File: config.mk
export PLATFORM = sky130hd
export DESIGN_NAME = hbm_loop_ctrl_flat
export DESIGN_NICKNAME = d
export VERILOG_FILES = /design/src/rtl/hbm_loop_ctrl_if.sv /design/src/rtl/hbm_loop_ctrl.sv /design/src/flat_wrapper.sv
export SDC_FILE = /design/constraint.sdc
export NUM_CORES = 1
export LEC_CHECK = 0
export CAP_MARGIN = 20
export CORE_AREA = 2 2 164 118
export DETAILED_ROUTE_END_ITERATION = 10
export DIE_AREA = 0 0 166 120
export GPL_TIMING_DRIVEN = 0
export SETUP_SLACK_MARGIN = 0.15
export SYNTH_ARGS = -nofsm -noshare
export SYNTH_HDL_FRONTEND = slang
export SYNTH_SLANG_ARGS = --single-unit
export TNS_END_PERCENT = 100
File: constraint.sdc
create_clock -name sclk -period 5.8 [get_ports sclk]
set_input_delay 1.45 -clock sclk [delete_from_list [all_inputs] [get_ports sclk]]
set_output_delay 1.45 -clock sclk [all_outputs]
set_load 0.03 [all_outputs]
File: src/rtl/hbm_loop_ctrl_if.sv
// Command/completion channel between the loop controller and the HBM channel stage.
interface hbm_loop_ctrl_if #(
  parameter int ADDR_W = 33
);
  logic              cmd_valid;
  logic              cmd_ready;
  logic              cmd_wr;
  logic [ADDR_W-1:0] cmd_addr;
  logic              rsp_valid;
  logic              rsp_err;

  modport master (output cmd_valid, cmd_wr, cmd_addr, input  cmd_ready, rsp_valid, rsp_err);
  modport slave  (input  cmd_valid, cmd_wr, cmd_addr, output cmd_ready, rsp_valid, rsp_err);
endinterface

File: src/rtl/hbm_loop_ctrl.sv
// HBM loop test controller: one write pass then one read pass of SIZE_LOOP commands,
// counting errored completions; started and aborted from a gpio control word.
module hbm_loop_ctrl #(
  parameter int SIZE_LOOP = 128,
  parameter int ADDR_W    = 33,
  parameter int ADDR_STEP = 4096
) (
  input  logic            sclk,
  input  logic            xdma_rstn,
  input  logic [31:0]     gpio,
  hbm_loop_ctrl_if.master cmd,
  output logic            busy,
  output logic            done,
  output logic            aborted,
  output logic [15:0]     err_cnt
);

  localparam int                CNT_W = 17;
  localparam logic [CNT_W-1:0]  LOOP_N = CNT_W'(SIZE_LOOP);
  localparam logic [CNT_W-1:0]  LAST   = CNT_W'(SIZE_LOOP - 1);
  localparam logic [ADDR_W-1:0] STEP   = ADDR_W'(ADDR_STEP);

  typedef enum logic [2:0] {S_IDLE, S_WR, S_RD, S_DONE, S_ABORT} state_t;

  state_t            state;
  logic [31:0]       gpio_q;
  logic              trig_q;
  logic              start_q;
  logic [ADDR_W-1:0] base;
  logic [CNT_W-1:0]  iss_cnt;
  logic [CNT_W-1:0]  cmp_cnt;

  logic              start;
  logic [ADDR_W-1:0] page_addr;
  logic              xfer;
  logic              rsp_ok;
  logic              pass_end;
  logic              stop;

  assign start     = gpio_q[1] & ~trig_q & gpio_q[0];
  assign page_addr = ADDR_W'({gpio_q[31:16], 12'h000});
  assign xfer      = cmd.cmd_valid & cmd.cmd_ready;
  assign rsp_ok    = cmd.rsp_valid & (cmp_cnt < LOOP_N);
  assign pass_end  = rsp_ok & (cmp_cnt == LAST);
  // An offered command is never retracted: abort waits for its transfer.
  assign stop      = ~gpio_q[0] & (~cmd.cmd_valid | cmd.cmd_ready);

  always_ff @(posedge sclk or negedge xdma_rstn) begin
    if (!xdma_rstn) begin
      state         <= S_IDLE;
      gpio_q        <= '0;
      trig_q        <= 1'b0;
      start_q       <= 1'b0;
      base          <= '0;
      iss_cnt       <= '0;
      cmp_cnt       <= '0;
      cmd.cmd_valid <= 1'b0;
      cmd.cmd_wr    <= 1'b0;
      cmd.cmd_addr  <= '0;
      busy          <= 1'b0;
      done          <= 1'b0;
      aborted       <= 1'b0;
      err_cnt       <= '0;
    end else begin
      gpio_q  <= gpio;
      trig_q  <= gpio_q[1];
      start_q <= start;
      case (state)
        S_IDLE: begin
          if (start_q) begin
            state         <= S_WR;
            base          <= page_addr;
            cmd.cmd_valid <= 1'b1;
            cmd.cmd_wr    <= 1'b1;
            cmd.cmd_addr  <= page_addr;
            busy          <= 1'b1;
            done          <= 1'b0;
            aborted       <= 1'b0;
            err_cnt       <= '0;
            iss_cnt       <= '0;
            cmp_cnt       <= '0;
          end
        end
        S_WR, S_RD: begin
          if (rsp_ok) begin
            cmp_cnt <= cmp_cnt + 1'b1;
            if (cmd.rsp_err && err_cnt != 16'hFFFF) err_cnt <= err_cnt + 16'd1;
          end
          if (xfer) begin
            iss_cnt <= iss_cnt + 1'b1;
            if (iss_cnt == LAST) cmd.cmd_valid <= 1'b0;
            else                 cmd.cmd_addr  <= cmd.cmd_addr + STEP;
          end
          if (stop) begin
            state         <= S_ABORT;
            cmd.cmd_valid <= 1'b0;
            cmd.cmd_wr    <= 1'b0;
            busy          <= 1'b0;
            aborted       <= 1'b1;
          end else if (pass_end) begin
            if (state == S_WR) begin
              state         <= S_RD;
              cmd.cmd_valid <= 1'b1;
              cmd.cmd_wr    <= 1'b0;
              cmd.cmd_addr  <= base;
              iss_cnt       <= '0;
              cmp_cnt       <= '0;
            end else begin
              state         <= S_DONE;
              cmd.cmd_valid <= 1'b0;
              cmd.cmd_wr    <= 1'b0;
              busy          <= 1'b0;
              done          <= 1'b1;
            end
          end
        end
        S_DONE:  if (!gpio_q[0]) state <= S_IDLE;
        S_ABORT: state <= S_IDLE;
        default: state <= S_IDLE;
      endcase
    end
  end

endmodule

File: src/flat_wrapper.sv
// flat-port wrapper written by rule: the top's interface ports become plain ports
module hbm_loop_ctrl_flat 
#(
  parameter int SIZE_LOOP = 128,
  parameter int ADDR_W    = 33,
  parameter int ADDR_STEP = 4096
)
  (sclk, xdma_rstn, gpio, busy, done, aborted, err_cnt, cmd_cmd_valid, cmd_cmd_wr, cmd_cmd_addr, cmd_cmd_ready, cmd_rsp_valid, cmd_rsp_err);
  hbm_loop_ctrl_if #(.ADDR_W(ADDR_W)) cmd_i ();
  input  logic sclk;
  input  logic xdma_rstn;
  input  logic [31:0] gpio;
  output logic busy;
  output logic done;
  output logic aborted;
  output logic [15:0] err_cnt;
  output wire logic [$bits(cmd_i.cmd_valid)-1:0] cmd_cmd_valid;
  output wire logic [$bits(cmd_i.cmd_wr)-1:0] cmd_cmd_wr;
  output wire logic [$bits(cmd_i.cmd_addr)-1:0] cmd_cmd_addr;
  input wire logic [$bits(cmd_i.cmd_ready)-1:0] cmd_cmd_ready;
  input wire logic [$bits(cmd_i.rsp_valid)-1:0] cmd_rsp_valid;
  input wire logic [$bits(cmd_i.rsp_err)-1:0] cmd_rsp_err;
  assign cmd_cmd_valid = cmd_i.cmd_valid;
  assign cmd_cmd_wr = cmd_i.cmd_wr;
  assign cmd_cmd_addr = cmd_i.cmd_addr;
  assign cmd_i.cmd_ready = cmd_cmd_ready;
  assign cmd_i.rsp_valid = cmd_rsp_valid;
  assign cmd_i.rsp_err = cmd_rsp_err;
  hbm_loop_ctrl #(.SIZE_LOOP(SIZE_LOOP), .ADDR_W(ADDR_W), .ADDR_STEP(ADDR_STEP)) u_core (.sclk(sclk), .xdma_rstn(xdma_rstn), .gpio(gpio), .cmd(cmd_i), .busy(busy), .done(done), .aborted(aborted), .err_cnt(err_cnt));
endmodule
# Word level (Yosys, flattened, before mapping)
# Cells that the tools add are included.
# Widths: inputs -> output; s select.
[word_totals]
reg_bits = 141
in_bits = 37
out_inout_bits = 54
word_cells = 109
[classes]
addsub = 4
order_cmp = 1
eq_ne = 18
n_mux = 49
bitwise_logic = 10
n_reduce_logical = 13
[ops]
columns = ["op", "n"]
rows = [
  ["$mux 33", 6],
  ["$mux 17", 9],
  ["$pmux 17 s2", 2],
  ["$pmux 33 s2", 1],
  ["$mux 16", 3],
  ["$add 17x1->17 const B", 2],
  ["$eq 17x7->1 const B", 2],
  ["$add 33x13->33 const B", 1],
  ["$pmux 16 s2", 1],
  ["$lt 17x8->1 const B", 1],
  ["$mux 1", 17],
  ["$add 16x1->16 const B", 1],
  ["$ne 16x16->1 const B", 1],
  ["$mux 3", 4],
  ["$reduce_and 4->1", 3],
  ["$ne 2x1->1 const B", 5],
  ["$pmux 1 s2", 5],
  ["$pmux 3 s3", 1],
  ["$reduce_and 3->1", 3],
  ["$ne 4x1->1 const B", 2],
  ["$and 1x1->1", 6],
  ["$eq 3x2->1 const B", 2],
  ["$ne 2x2->1 const B", 3],
  ["$reduce_and 5->1", 1],
  ["10 further kinds", 13],
]

# Depth between registers and ports, before layout
# Gate-level depths: netlist of the first run.
[logic_depth]
ltp_word = 7
ltp_mapped = 8
mapped_depth_nobuf = 7

# Worst setup path before layout of the first run
# Ideal clock, no wire load.
[synth_timing]
kind = "input -> register"
start = "input cmd_cmd_ready"
end = "register u_core.iss_cnt[14]"
setup_time_ns = 0.077
arrival_time_ns = 2.877
required_time_ns = 5.723
path_slack_ns = 2.845
cell_stages = 5
n_path_buf = 0
path_cell_list = "nand2_1 or3_1 or3_1 or3_1 a21oi_1"
[synth_via]
elab_chain_len = 6
word_cells_on_any_way = 8
classes_between = "mux: 5; bitwise: 3"
[synth_rtl]
columns = ["element", "line_no", "text"]
rows = [
  ["from (decl)", "flat_wrapper.sv:20", "input wire logic [$bits(cmd_i.cmd_ready)-1:0] cmd_cmd_ready;"],
  ["$and 1x1->1", "hbm_loop_ctrl.sv:42", "assign xfer = cmd.cmd_valid & cmd.cmd_ready;"],
  ["$mux 17", "hbm_loop_ctrl.sv:89", "if (xfer) begin"],
  ["$mux 17", "hbm_loop_ctrl.sv:101", "if (state == S_WR) begin"],
  ["$mux 17", "hbm_loop_ctrl.sv:100", "end else if (pass_end) begin"],
  ["$mux 17 (*)", "hbm_loop_ctrl.sv:94", "if (stop) begin"],
  ["$pmux 17 s2 (*)", "hbm_loop_ctrl.sv:68", "case (state)"],
  ["to (signal assigned)", "hbm_loop_ctrl.sv:90", "iss_cnt <= iss_cnt + 1'b1;"],
  ["to (decl)", "hbm_loop_ctrl.sv:30", "logic [CNT_W-1:0] iss_cnt;"],
]
# Mark *: on every way between the ends. The rest lies on a longest branch, timed or not.
# A chain may end at the register's enable or synchronous reset.

# Worst setup path in the final report of the first run
[layout_timing]
start = "input cmd_rsp_valid"
end = "register u_core.cmd.cmd_addr[29]"
[layout_via]
elab_chain_len = 5
[layout_rtl]
columns = ["element", "line_no", "text"]
rows = [
  ["from (decl)", "flat_wrapper.sv:21", "input wire logic [$bits(cmd_i.rsp_valid)-1:0] cmd_rsp_valid;"],
  ["$and 1x1->1", "hbm_loop_ctrl.sv:43", "assign rsp_ok = cmd.rsp_valid & (cmp_cnt < LOOP_N);"],
  ["$and 1x1->1", "hbm_loop_ctrl.sv:44", "assign pass_end = rsp_ok & (cmp_cnt == LAST);"],
  ["$mux 33", "hbm_loop_ctrl.sv:100", ""],
  ["$mux 33", "hbm_loop_ctrl.sv:94", ""],
  ["$pmux 33 s2", "hbm_loop_ctrl.sv:68", ""],
  ["to (signal assigned)", "hbm_loop_ctrl.sv:75", "cmd.cmd_addr <= page_addr;"],
  ["to (signal assigned)", "hbm_loop_ctrl.sv:92", "else cmd.cmd_addr <= cmd.cmd_addr + STEP;"],
  ["to (signal assigned)", "hbm_loop_ctrl.sv:105", "cmd.cmd_addr <= base;"],
  ["to (decl)", "hbm_loop_ctrl_if.sv:12", "modport master (output cmd_valid, cmd_wr, cmd_addr, input cmd_ready, rsp_valid, rsp_err);"],
]
# No other way between the ends.

==> run metrics, run 1 <==
status finished clean; WS Path Type in -> reg; DPL Wire Length 9550 um; WP data arrival 3.75 ns; CTS tree done; Slew Viols, Final 0; antenna fix cells 0; GRT overflow 0; vias in the first global route 4315; synthesis-to-finish area growth 30.39%; Relative slew margins 49.96%; Mapped Avg Cell Area 9.826 um2; top cell type's share of synthesized area 52.96%; worst-skew pair later-pin latency 0.41 ns; cts repair resizes 0; Vias 4325; largest net degree at the start of global routing 73; CTS Buf Count 17; RSZ-0062 raised after global routing false; Power Total 3.107 mW; Top delay family on crit path buffers and inverters; number of I/O pins 91; Die Width 166 um; Fmax 287.3 MHz; Setup violations, final 0; CP most frequent cell o21ai_0; WL per Instance 15.31 um; filler instances 1826; Worst-path clk slew 0.05 ns; Worst Max-Slew Pin Slew 0.7437 ns; post-layout util 38.41%; post-synthesis cell area 5434 um2; initial antenna violation count 0; global-route wire length before repair 23080 um; DR vias/cell 4.790; max_cap viols 0; most frequent cells after synthesis dfrtp_1 (115), nand2_1 (96), nor2_1 (49), nand3_1 (26), o21ai_0 (26); share of layout cells above drive strength 1 10.14%; ANT nets after route 0; total track usage 14.72%; worst path required time 6.07 ns; Post-CTS Hold Buffers 0; WL final 13830 um; DRC 0; WL met3 874 um; DR iter-0 viols 360; PortBufs 64; most common flop cell mapped by yosys dfrtp_1; count of flip-flops with a built-in enable after synthesis 0; crit end category register; Pleak 3.077 nW; clock sink count 115; slowest cell on the critical path clkbuf_1; final worst setup slack 2.320 ns; CP Launch Type primary input; synth top area cells dfrtp_1 (53%), nand2_1 (6.6%), xnor2_1 (3.9%); highest metal used met4; Place WS 1.851 ns; nets 689; GP Congestion 0.8153; Unique masters post-synth 58; register bit count reported by yosys 115; row count 42; Max clock buf depth 2; CP Max Fanout 10; Seq/Total Area, Yosys 52.96%; worst path bufs/invs 2; ys async rst share 100.0%; post-CTS setup buffer count 0; final worst path period share 60.00%; root buf cell clkbuf_16; time the worst path needs with I/O delays and setup 3.480 ns; Die Area 19920 um2; cell with the most instances after synthesis dfrtp_1; routed wl met2 5566 um; crit-path max cell delay 0.51 ns; Core ar. 18450 um2; Die Y 120 um; Final Hold Violating Endpoints 0; Power per Cell Area 438.5 nW/um2; M1 WL 7278 um; leading area contributor after synthesis dfrtp_1; Worst VDD drop 0.0002641 V; Synth warnings 0; Mapped Cells 553; Initial DRT Pass Iterations 4; Clock Skew 0.007014 ns; Initial Utilization 29.46%; depth of the CTS H-tree 4; worst-path cell chain clkdlybuf4s50_1, nor4b_1, nand3_1, o21ai_0, clkbuf_1, a21oi_1, o21ai_0, o41ai_1; Hold WC Path Type reg -> reg
==> final timing paths <==
kind                                                        to  cells past startpoint                   startpoint  slack (ns)
max reg2reg                            u_core.done$_DFFE_PN0P_                      7  u_core.state[2]$_DFFE_PN0P_        3.05
min in group asynchronous        u_core.iss_cnt[7]$_DFFE_PN0P_                      1                    xdma_rstn        0.96
max                        u_core.cmd.cmd_addr[29]$_DFFE_PN0P_                      8                cmd_rsp_valid        2.32
min                                    u_core.trig_q$_DFF_PN0_                      0   u_core.gpio_q[1]$_DFF_PN0_        0.37
max in group asynchronous        u_core.err_cnt[2]$_DFFE_PN0P_                      2                    xdma_rstn        4.14
min reg2reg                            u_core.trig_q$_DFF_PN0_                      0   u_core.gpio_q[1]$_DFF_PN0_        0.37
==> cells in the final DEF (no fill, tap or decap), types with 5 or more instances in the layout <==
cell	count
dfrtp_1	115
nand2_1	96
clkdlybuf4s50_1	63
nor2_1	49
nand3_1	26
o21ai_0	26
a21oi_1	25
xnor2_1	24
xor2_1	18
clkbuf_16	17
clkbuf_1	15
and3_1	14
nor2b_1	13
or3_1	12
buf_4	12
conb_1	12
nor3_1	11
nand4_1	8
nor4_1	7
and4_1	5
clkbuf_8	5
a221o_1	5
a22o_1	5
==> final cells by class <==
cell class	count	area [um2]	area share, %
clock inverter	9	150.1	2.119
timing repair buffer	65	669.4	9.447
sequential	115	2878	40.61
clock buffer	23	488.0	6.887
tap	242	302.8	4.273
buffer	31	176.4	2.490
multi-input combinational	414	2406	33.96
inverter	4	15.01	0.2119
==> flip-flops by register name, indices dropped and copies added (netlist names) <==
signal                cells
u_core.cmd.cmd_addr      21
u_core.gpio_q            18
u_core.cmp_cnt           17
u_core.iss_cnt           17
u_core.base              16
u_core.err_cnt           16
u_core.state              3
u_core.aborted            1
u_core.busy               1
u_core.cmd.cmd_valid      1
u_core.cmd.cmd_wr         1
u_core.done               1
u_core.start_q            1
u_core.trig_q             1
==> cells by family after synthesis <==
logic type                 after synthesis  synth area share (%)
buffers and inverters                   35                 3.523
AOI/OAI and AO/OA                       84                 9.878
and+or+nand+nor                        268                 25.07
DFF                                    115                 52.96
xor gates and xnor gates                42                 6.769
muxes                                    4                0.8059
adders and majority gates                4                0.9211
other                                    1               0.06901
==> per-stage QoR <==
stage	area (um2)	hold slack, ns	instances	TNS [ns]
finish	7086	0.3710	903	0
global route	7086	0.3872	903	0
CTS	7086	0.3776	903	0
detailed placement	6447	0.3652	871	0
global placement	6419	0.3571	870	-156.45
floorplan	5475	0.3466	564	0
==> routing by layer <==
layer  global-route usage, %  up-vias
met5                       0        -
met4                   4.457        0
met3                   3.892       14
met2                   20.59      118
met1                   22.04     2095
li1                        -     2098
==> where the power goes <==
group          internal [mW]  switching [mW]  leakage [nW]
sequential             0.951           0.153          1.49
clock                  0.762           0.370         0.309
combinational          0.348           0.522          1.28
Power figures use the tool's default switching activity.
==> run 2: changes to the inputs <==
==> constraint.sdc (replaced) <==
create_clock -name sclk -period 2.85 [get_ports sclk]
set_input_delay 0.7125 -clock sclk [delete_from_list [all_inputs] [get_ports sclk]]
set_output_delay 0.7125 -clock sclk [all_outputs]
set_load 0.03 [all_outputs]
==> run 2 against run 1 <==
Compared with the run above:
- sequential cell count stayed put
- global-route usage barely moved
- critical path depth decreased by 1
- cell area up 0.35%
- count of clock-buffer cells in the layout unchanged
- die area did not move
- combinational power rose by 110%
- total power increased by 100%
- critical path type is now reg -> reg
- via count about the same
- sequential share of layout area fell by 0.14 points
- worst setup slack got worse by 2.1 ns
- routed wire length is 0.15% lower
==> run metrics, run 2 (synthesized netlist as in run 1, its figures left out) <==
gr busiest metal met1; worst-skew pair later-pin latency 0.41 ns; Post-CTS Hold Buffers 0; depth of the CTS H-tree 4; fin area 7111 um2; status finished clean; Max clock buf depth 2; number of I/O pins 91; Die Width 166 um; CP Max Fanout 10; share of layout cells above drive strength 1 11.95%; WL per Instance 15.29 um; Initial DRT Pass Iterations 5; Vias 4323; most frequent cells in the layout dfrtp_1 (115), nand2_1 (96), clkdlybuf4s50_1 (63); Non-Filler Instances 903; Fmax 384.7 MHz; synthesis-to-finish area growth 30.85%; WL final 13810 um; crit end category register; Hold WC Path Type in -> async; Worst VDD drop 0.0005376 V; Pleak 3.101 nW; crit-path max cell delay 0.50 ns; slowest cell on the critical path clkbuf_1; Core ar. 18450 um2; Most flops, register u_core.cmd.cmd_addr; nets 689; DRC 0; DPL Wire Length 9550 um; top flop regs u_core.cmd.cmd_addr (21), u_core.gpio_q (18); Power per Cell Area 891.1 nW/um2; GRT overflow 0; GP Congestion 0.8153; commonest non-fill, non-tap cell in the layout dfrtp_1; largest net degree at the start of global routing 73; CTS tree done; Relative slew margins 50.04%; DR iter-0 viols 294; Worst-path clk slew 0.05 ns; CP Launch Type register; DR vias/cell 4.787; max_cap viols 0; Worst Max-Slew Pin Slew 0.7425 ns; total track usage 14.76%; GR Util met1 22.18%; global-route wire length before repair 23130 um; antenna fix cells 0; RSZ-0062 raised after global routing true; PortBufs 64; vias in the first global route 4321; Final Hold Violating Endpoints 0; GR Util met2 20.57%; Place WS -0.3616 ns; worst-path cell chain clkbuf_1, nand2b_1, a21oi_1, clkbuf_1, a31oi_1, a21oi_1, mux2_2; root buf cell clkbuf_16; Initial Utilization 29.46%; clock sink count 115; Setup violations, final 0; worst path bufs/invs 2; met3 usage 3.892%; final worst setup slack 0.2507 ns; initial antenna violation count 0; Slew Viols, Final 0; time the worst path needs with I/O delays and setup 2.599 ns; final worst path period share 91.20%; Clock Skew 0.008395 ns; WS Path Type reg -> reg; WP data arrival 2.89 ns; row count 42; Die Area 19920 um2; Cells after DPL 871; max reg flops 21; CTS Buf Count 17; Die Y 120 um; worst path required time 3.14 ns; ANT nets after route 0; Placement Cell Area 6447 um2; Top delay family on crit path buffers and inverters
[run 2: cell counts in the layout (fill, tap and decap cells not counted)]
Identical to the previous run, type by type.
[run 2: worst paths after layout]
path                                             start                                to  slack [ns]  cells after the start
min in group sclk           u_core.gpio_q[1]$_DFF_PN0_           u_core.trig_q$_DFF_PN0_        0.37                      0
min                                          xdma_rstn     u_core.iss_cnt[7]$_DFFE_PN0P_        0.23                      1
max                        u_core.state[1]$_DFFE_PN0P_  u_core.cmd.cmd_valid$_DFFE_PN0P_        0.25                      7
max in group asynchronous                    xdma_rstn     u_core.err_cnt[2]$_DFFE_PN0P_        1.93                      2
max reg2reg                u_core.state[1]$_DFFE_PN0P_  u_core.cmd.cmd_valid$_DFFE_PN0P_        0.25                      7
min reg2reg                 u_core.gpio_q[1]$_DFF_PN0_           u_core.trig_q$_DFF_PN0_        0.37                      0
[run 2: through the flow]
step                      utilization (%)  hold WS (ns)  power (mW)  setup TNS [ns]
after floorplan                         -        0.3466       3.333               0
after global placement              34.80        0.3571       4.013         -423.26
after detailed placement            34.95        0.3652       4.039          -13.96
after CTS                           38.45        0.2372       6.379               0
after global routing                38.55        0.2602       6.685               0
final                               38.55        0.2296       6.337               0
[run 2: area by class of cell]
class | count | area, um2
tap | 242 | 302.8
clock buffer | 23 | 488.0
inverter | 4 | 15.01
buffer | 31 | 186.4
multi-input combinational | 414 | 2421
sequential | 115 | 2878
fill | 1822 | 11330
clock inverter | 9 | 150.1
timing repair buffer | 65 | 669.4
[run 2: routing by layer]
layer  part of all wire [%]  vias up
met5                      0        -
met4                   0.75        0
met3                    6.4       10
met2                     40      123
met1                     53     2093
li1                       -     2097
[run 2: repair_timing]
action / CTS / global route
setup buffers: 0 / 0
endpoints found under the setup margin: 55 / 66
pin swaps: 0 / 1
gates resized for setup: 5 / 13
[run 2: report_power, final]
part / switching (mW) / internal, mW / leakage (nW) / total, mW
registers: 0.312 / 1.94 / 1.49 / 2.25
clock network: 0.747 / 1.55 / 0.309 / 2.30
logic: 1.07 / 0.720 / 1.30 / 1.79
==> run 3: changes to the inputs <==
--- a/config.mk
+++ b/config.mk
@@ -9,6 +9,7 @@
 export CORE_AREA = 2 2 164 118
 export DETAILED_ROUTE_END_ITERATION = 10
 export DIE_AREA = 0 0 166 120
+export GPL_ROUTABILITY_DRIVEN = 0
 export GPL_TIMING_DRIVEN = 0
 export SETUP_SLACK_MARGIN = 0.15
 export SYNTH_ARGS = -nofsm -noshare
==> results of run 3 <==
Same layout as run 2: the final DEF is identical, and so are final timing and power.
